**config.mk**
```make
export PLATFORM = sky130hd
export DESIGN_NAME = srv32_dbus_router
export DESIGN_NICKNAME = d
export VERILOG_FILES = /design/src/rtl/srv32_bus_pkg.sv /design/src/rtl/srv32_addr_decode.sv /design/src/rtl/srv32_dbus_router.sv
export SDC_FILE = /design/constraint.sdc
export NUM_CORES = 1
export LEC_CHECK = 0
export CAP_MARGIN = 20
export CORE_AREA = 2 2 176 178
export DETAILED_ROUTE_END_ITERATION = 10
export DIE_AREA = 0 0 178 180
export GPL_ROUTABILITY_DRIVEN = 0
export PLACE_DENSITY_LB_ADDON = 0.15
export SYNTH_ARGS = -nofsm -noshare
export SYNTH_HDL_FRONTEND = slang
export SYNTH_SLANG_ARGS = --single-unit
```
**constraint.sdc**
```tcl
create_clock -name clk -period 2.8 [get_ports clk]
set_clock_uncertainty 0.2 [all_clocks]
set_input_delay 0.42 -clock clk [delete_from_list [all_inputs] [get_ports clk]]
set_output_delay 0.42 -clock clk [all_outputs]
set_load 0.01 [all_outputs]
```
**src/rtl/srv32_bus_pkg.sv**
```systemverilog
// rtl/srv32_bus_pkg.sv - shared constants and read-slot type for the data-bus router
package srv32_bus_pkg;

  localparam logic [3:0]  CLINT_BASE   = 4'h9;
  localparam logic [3:0]  DMEM_BASE    = 4'h0;
  localparam logic [31:0] DEF_ERR_DATA = 32'hDEADBEEF;

  typedef struct packed {
    logic       valid;
    logic [2:0] idx;
    logic       err;
  } rd_slot_t;

endpackage

```
**src/rtl/srv32_addr_decode.sv**
```systemverilog
// rtl/srv32_addr_decode.sv - upper-address tag decode to one-hot hit, index and miss
module srv32_addr_decode #(
  parameter int NUM_TGT = 2,
  parameter int TAG_W   = 4,
  parameter logic [NUM_TGT*TAG_W-1:0] TAGS = '0
) (
  input  logic [TAG_W-1:0]   tag,
  output logic [NUM_TGT-1:0] hit,
  output logic [2:0]         idx,
  output logic               miss
);

  // Scan downward so the lowest matching index is the one left standing.
  always_comb begin
    idx  = 3'd0;
    miss = 1'b1;
    for (int i = NUM_TGT - 1; i >= 0; i--) begin
      if (tag == TAGS[i*TAG_W +: TAG_W]) begin
        idx  = i[2:0];
        miss = 1'b0;
      end
    end
    hit = '0;
    for (int i = 0; i < NUM_TGT; i++) begin
      hit[i] = !miss && (idx == i[2:0]);
    end
  end

endmodule

```
**src/rtl/srv32_dbus_router.sv**
```systemverilog
// rtl/srv32_dbus_router.sv - core data-bus router to NUM_TGT targets with read pipeline and error capture
module srv32_dbus_router
  import srv32_bus_pkg::*;
#(
  parameter int NUM_TGT = 2,
  parameter int TAG_W   = 4,
  parameter logic [NUM_TGT*TAG_W-1:0] TAGS = {CLINT_BASE, DMEM_BASE},
  parameter int RD_LAT  = 1,
  parameter int ERR_EN  = 0,
  parameter logic [31:0] ERR_DATA = DEF_ERR_DATA
) (
  input  logic                   clk,
  input  logic                   resetb,
  input  logic                   s_wready,
  output logic                   s_wvalid,
  input  logic [31:0]            s_waddr,
  input  logic [31:0]            s_wdata,
  input  logic [3:0]             s_wstrb,
  input  logic                   s_rready,
  output logic                   s_rvalid,
  input  logic [31:0]            s_raddr,
  output logic                   s_rresp,
  output logic [31:0]            s_rdata,
  output logic [NUM_TGT-1:0]     m_wready,
  input  logic [NUM_TGT-1:0]     m_wvalid,
  output logic [NUM_TGT*32-1:0]  m_waddr,
  output logic [NUM_TGT*32-1:0]  m_wdata,
  output logic [NUM_TGT*4-1:0]   m_wstrb,
  output logic [NUM_TGT-1:0]     m_rready,
  input  logic [NUM_TGT-1:0]     m_rvalid,
  output logic [NUM_TGT*32-1:0]  m_raddr,
  input  logic [NUM_TGT-1:0]     m_rresp,
  input  logic [NUM_TGT*32-1:0]  m_rdata,
  input  logic                   err_clr,
  output logic                   err_o,
  output logic [31:0]            err_addr,
  output logic                   err_wr
);

  localparam bit ERR_ON = (ERR_EN != 0);

  logic [NUM_TGT-1:0] rd_hit, wr_hit, rd_sel, wr_sel;
  logic [2:0]         rd_idx, wr_idx;
  logic               rd_miss, wr_miss, rd_err, wr_err, rd_acc;
  rd_slot_t           pipe [RD_LAT];
  rd_slot_t           pipe_out;

  srv32_addr_decode #(.NUM_TGT(NUM_TGT), .TAG_W(TAG_W), .TAGS(TAGS)) u_rd_dec (
    .tag (s_raddr[31 -: TAG_W]),
    .hit (rd_hit),
    .idx (rd_idx),
    .miss(rd_miss)
  );

  srv32_addr_decode #(.NUM_TGT(NUM_TGT), .TAG_W(TAG_W), .TAGS(TAGS)) u_wr_dec (
    .tag (s_waddr[31 -: TAG_W]),
    .hit (wr_hit),
    .idx (wr_idx),
    .miss(wr_miss)
  );

  assign m_waddr = {NUM_TGT{s_waddr}};
  assign m_wdata = {NUM_TGT{s_wdata}};
  assign m_wstrb = {NUM_TGT{s_wstrb}};
  assign m_raddr = {NUM_TGT{s_raddr}};

  assign rd_err = ERR_ON && rd_miss;
  assign wr_err = ERR_ON && wr_miss;

  // Without error responses an unmapped address falls through to target 0.
  always_comb begin
    rd_sel = rd_hit;
    wr_sel = wr_hit;
    if (rd_miss && !ERR_ON) rd_sel[0] = 1'b1;
    if (wr_miss && !ERR_ON) wr_sel[0] = 1'b1;
    m_rready = s_rready ? rd_sel : '0;
    m_wready = s_wready ? wr_sel : '0;
    s_rvalid = rd_err;
    s_wvalid = wr_err;
    for (int i = 0; i < NUM_TGT; i++) begin
      if (rd_sel[i]) s_rvalid = m_rvalid[i];
      if (wr_sel[i]) s_wvalid = m_wvalid[i];
    end
  end

  assign rd_acc = s_rready && s_rvalid;

  always_ff @(posedge clk or negedge resetb) begin
    if (!resetb) begin
      for (int i = 0; i < RD_LAT; i++) pipe[i] <= '0;
    end else begin
      pipe[0] <= '{valid: rd_acc, idx: rd_idx, err: rd_acc && rd_err};
      for (int i = 1; i < RD_LAT; i++) pipe[i] <= pipe[i-1];
    end
  end

  assign pipe_out = pipe[RD_LAT-1];

  always_comb begin
    s_rdata = '0;
    s_rresp = 1'b0;
    if (pipe_out.valid) begin
      if (pipe_out.err) begin
        s_rdata = ERR_DATA;
      end else begin
        for (int i = 0; i < NUM_TGT; i++) begin
          if (pipe_out.idx == i[2:0]) begin
            s_rdata = m_rdata[i*32 +: 32];
            s_rresp = m_rresp[i];
          end
        end
      end
    end
  end

  // A fresh error wins over a same-cycle clear; the read side wins a tie.
  always_ff @(posedge clk or negedge resetb) begin
    if (!resetb) begin
      err_o    <= 1'b0;
      err_addr <= '0;
      err_wr   <= 1'b0;
    end else if ((s_rready && rd_err) || (s_wready && wr_err)) begin
      if (!err_o || err_clr) begin
        err_o    <= 1'b1;
        err_addr <= (s_rready && rd_err) ? s_raddr : s_waddr;
        err_wr   <= !(s_rready && rd_err);
      end
    end else if (err_clr) begin
      err_o <= 1'b0;
    end
  end

endmodule

```
* After elaboration in Yosys (flattened, before gate mapping)
Index checks and enable logic that the tools add are counted.
Storage, ports and cells: flip-flop bits (word level) 4, word-level logic and storage cells 41
Operators by class: equal/unequal tests 5, muxes and demuxes 22, reductions and logical operators 12
Operator list (number):
- 2-to-1 mux 32 bit | 3
- 2-to-1 mux 1 bit | 17
- logical NOT 3 bit | 3
- equality test 4 bit (second input constant) | 2
- logical NOT 4 bit | 2
- logical AND 1 bit | 5
- 2-to-1 mux 2 bit | 2
- equality test 3 x 1 -> 1 bit (second input constant) | 1
- equality test 1 bit (second input constant) | 2
- logical NOT 1 bit | 2

* Depth between registers and ports, before layout
depth after elaboration 9, depth in mapped cells 4, gate-level depth less buffers 2

* Hierarchy
A second synthesis with hierarchy kept.
Second synthesis, totals: cell total of the unflattened synthesis 343, area, all modules 2582.5 µm²
By module, submodules not included:
- srv32_dbus_router | instances 1, cells each 325, area an instance 2469.9 µm², seq. area each 100.1 µm²
- srv32_addr_decode | instances 2, cells each 9, area an instance 56.3 µm², seq. area each 0.0 µm²

* Least setup slack after synthesis
OpenSTA, ideal clock, no wires.
kind input to output, start input port s_raddr[30], end output port s_rvalid, data arrival time 1.078 ns, setup slack 1.102 ns, stages 2, cells stage by stage and4bb_4 -> mux2_4
On the way: word-level cells in the longest chain between the ends 8
Ends and longest elaborated chain:
- start, declared | RTL line srv32_dbus_router.sv:21 | input logic [31:0] s_raddr,
- equality test 4 bit | RTL line srv32_addr_decode.sv:18 | if (tag == TAGS[i*TAG_W +: TAG_W]) begin
- 2-to-1 mux 1 bit (2 in a row) | RTL line srv32_addr_decode.sv:18
- logical NOT 3 bit / logical NOT 1 bit (equally long branches) | RTL line srv32_addr_decode.sv:25 | hit[i] = !miss && (idx == i[2:0]);
- logical AND 1 bit | RTL line srv32_addr_decode.sv:25
- 2-to-1 mux 1 bit | RTL line srv32_dbus_router.sv:74 | if (rd_miss && !ERR_ON) rd_sel[0] = 1'b1;
- 2-to-1 mux 1 bit | RTL line srv32_dbus_router.sv:81 | if (rd_sel[i]) s_rvalid = m_rvalid[i];
- 2-to-1 mux 1 bit (*) | RTL line srv32_dbus_router.sv:81
- end, declared | RTL line srv32_dbus_router.sv:20 | output logic s_rvalid,
Mark *: on every way between the ends. The rest lies on a longest branch, timed or not.

* Worst setup path after layout
start input port s_raddr[30], end output port s_rvalid
On the way: word-level cells in the longest chain between the ends 8
Ends and longest elaborated chain:
- equality test 4 bit | RTL line srv32_addr_decode.sv:18
- 2-to-1 mux 1 bit | RTL line srv32_addr_decode.sv:18
- 2-to-1 mux 1 bit (*) | RTL line srv32_addr_decode.sv:18
- named net rd_idx[0] | RTL line srv32_dbus_router.sv:43 | logic [2:0] rd_idx, wr_idx;
- logical NOT 3 bit | RTL line srv32_addr_decode.sv:25
- logical AND 1 bit | RTL line srv32_addr_decode.sv:25
- 2-to-1 mux 1 bit | RTL line srv32_dbus_router.sv:74
- 2-to-1 mux 1 bit | RTL line srv32_dbus_router.sv:81
- 2-to-1 mux 1 bit (*) | RTL line srv32_dbus_router.sv:81
Mark *: on every way through the listed nets, which the timed path passes. The rest lies on a longest branch.

==> impl_metrics.csv <==
group,metric,value,unit
status,outcome,"completed",
layout,largest_register_ff_count,2,
routing,postRouteWirelength,6.59,mm
timing,finalHoldViolCount,0,
layout,n_antenna_cell,0,
power,power.ir.vdd_worst,140,µV
layout,leading_registers_by_flop_count,"pipe (2)",
clocking,clk_path_buf_depth,2,
setup_path,worst_setup_path_startpoint,"s_raddr[30]",
power,power_frac_seq,6.3,%
synth,postSynthCellCount,321,
global_routing,number_of_global_route_vias_before_repair,1482,
floorplanning,fp.dieArea,0.0320,mm²
timing,setup_total_negative_slack,0,ns
clocking,htreeDepth,1,
floorplanning,floorplan.initialDensity,8.33,%
power,power_density,199,mW/mm²
setup_path,critPathLaunchType,"input pin",
synth,netlist_top_cells_area,"sky130_fd_sc_hd__buf_4 (70%), sky130_fd_sc_hd__mux2i_1 (14%), sky130_fd_sc_hd__nor2b_1 (8.5%)",
power,p_int,0.000415,W
floorplanning,fp.dieW,178,µm
routing,detail_route.vias_per_cell,2.16,
clocking,numCtsBuffers,3,
power,power.total,0.000557,W
power,p_leak,0.899,nW
layout,largest_register,"pipe",
global_routing,grt_usage,3.49,%
layout,area_added_between_synthesis_and_finish,11.1,%
flow_run,max-cap-violations,0,
placed_design,post-place-cells,649,
layout,highest_count_cells_in_the_layout_ignoring_fill_and_taps,"sky130_fd_sc_hd__clkdlybuf4s50_1 (136), sky130_fd_sc_hd__mux2i_1 (34), sky130_fd_sc_hd__nor2b_1 (34), sky130_fd_sc_hd__conb_1 (34)",
layout,final_layout_size_suffix_gt1_share,5.45,%
clocking,numClockSinks,2,
power,share_comb_of_total_power,54.2,%
timing,final_min_period_over_clock_period,94.8,%
synth,postSynthAreaPerCell,7.84,µm²
clocking,cts-root-buf,"sky130_fd_sc_hd__clkbuf_16",
clocking,post_cts_buffers,0,
global_routing,grt_first_pass_wirelength,8.63,mm
placed_design,portBuffers,136,
timing,timing.final.setup_violations,0,
clocking,postCtsResizedCells,0,
synth,synth_top_cell_by_area,"sky130_fd_sc_hd__buf_4",
timing,rsz0062_at_grt,"false",
floorplanning,rows,64,
timing,achievable-frequency,0.377,GHz
routing,vias,1409,
layout,final_net_count,433,
synth,ys.warnings.count,0,
placed_design,dp.final_hpwl,5.75,mm
global_routing,grt_antenna_before_repair,0,
routing,first_iter_violations,28,
routing,dr.pass1.iters,2,
clocking,holdBufCountCts,0,
global_routing,globalRoute.totalOverflow,0,
timing,post-route-min-period,2.65,ns
synth,synth-seq-cells,2,
setup_path,timing.critical_path.to_type,"output pin",
synth,syn_area,0.00252,mm²
power,power_frac_clock,39.5,%
layout,post_layout_nonfiller_instances,653,
routing,detail-route-antenna-nets,0,
clocking,cts.clk_slew.worst_paths,0.03,ns
synth,netlist-cell-type-count,16,
synth,synth.yosys.seq_area_share,1.99,%
clocking,tritoncts,"yes",
power,switching_share,25.5,%
floorplanning,core_area,0.0302,mm²
timing,final-max-slew-violation-count,0,
layout,final_core_util,9.26,%
floorplanning,die_height,180,µm
layout,final_common_cell,"sky130_fd_sc_hd__clkdlybuf4s50_1",
routing,drt_drc,0,
synth,share_of_yosys_cell_area_claimed_by_the_top_area_cell_type,69.8,%
placed_design,place_ws,0.131,ns
power,switchingPower,0.000142,W
floorplanning,io_pins,448,
routing,route.detailed.wl_per_inst,10.1,µm
worst_hold_path,hold_path_class,"in -> async",
setup_path,maximum_fanout_along_the_worst_path,5,
setup_path,worstPathRequired,2.18,ns
setup_path,timing.critical_path.arrival,2.03,ns
setup_path,setup_crit_path_kind,"in -> out",
timing,postLayoutSetupSlackWorst,0.147,ns
global_routing,largest_net_degree_at_the_start_of_global_routing,19,
cells by family (layout without fill, tap and decap cells):
group,count (synthesis),in the layout,synth area share [%]
buffers and inverters,241,144,72.5
and+or+nand+nor,41,41,10.8
muxes,36,36,14.6
DFF,2,2,1.99
other,1,34,0.149
cell usage after synthesis (all sizes together):
| library cell | n |
|---|---|
| mux2 | 2 |
| mux2i | 34 |
| clkbuf | 3 |
| and2b | 1 |
| and4bb | 2 |
| and2 | 2 |
| conb | 1 |
| dfrtp | 2 |
| nand2 | 2 |
| buf | 238 |
| nor2b | 34 |
power groups by stage:
stage               combinational (W)  clock [W]  sequential [W]
floorplan                    0.000424          0       0.0000316
global placement             0.000307          0       0.0000358
detailed placement           0.000306          0       0.0000360
CTS                          0.000307   0.000225       0.0000359
global route                 0.000326   0.000230       0.0000362
finish                       0.000302   0.000220       0.0000353
path summary, 6_finish.rpt:
check | endpoint | slack [ns] | cells after the start
worst max-delay path | s_rvalid | 0.15 | 4
min in group clk | pipe[4] | 0.61 | 3
worst min-delay path | pipe[1] | 0.16 | 1
max in group asynchronous | pipe[1] | 2.10 | 1
metal layers:
layer  wire (µm)  part of all wire, %  track usage, %
met1        1970                   30            3.02
met2        2910                   44            5.92
met3        1320                   20            1.80
met4         384                  5.8            2.89
met5           0                    0               0
critical path, stage by stage:
cell,delay (ns)
sky130_fd_sc_hd__clkdlybuf4s50_1,0.43
sky130_fd_sc_hd__and4bb_4,0.39
sky130_fd_sc_hd__mux2_4,0.30
sky130_fd_sc_hd__clkdlybuf4s50_1,0.48
final cells by class:
type,count,area [µm²]
Tap cell,396,495
Fill cell,3482,27400
Clock buffer,4,78.8
Timing Repair Buffer,140,1400
Multi-Input combinational cell,111,766
Sequential cell,2,51.3
metrics by stage:
stage | area, µm² | hold WS [ns]
after global placement | 2720 | 0.399
after CTS | 2800 | 0.163
after global routing | 2800 | 0.163
after detailed placement | 2720 | 0.395
after floorplan | 2640 | -0.0756
final | 2800 | 0.165
No activity file was read; power rests on OpenSTA's default activity.
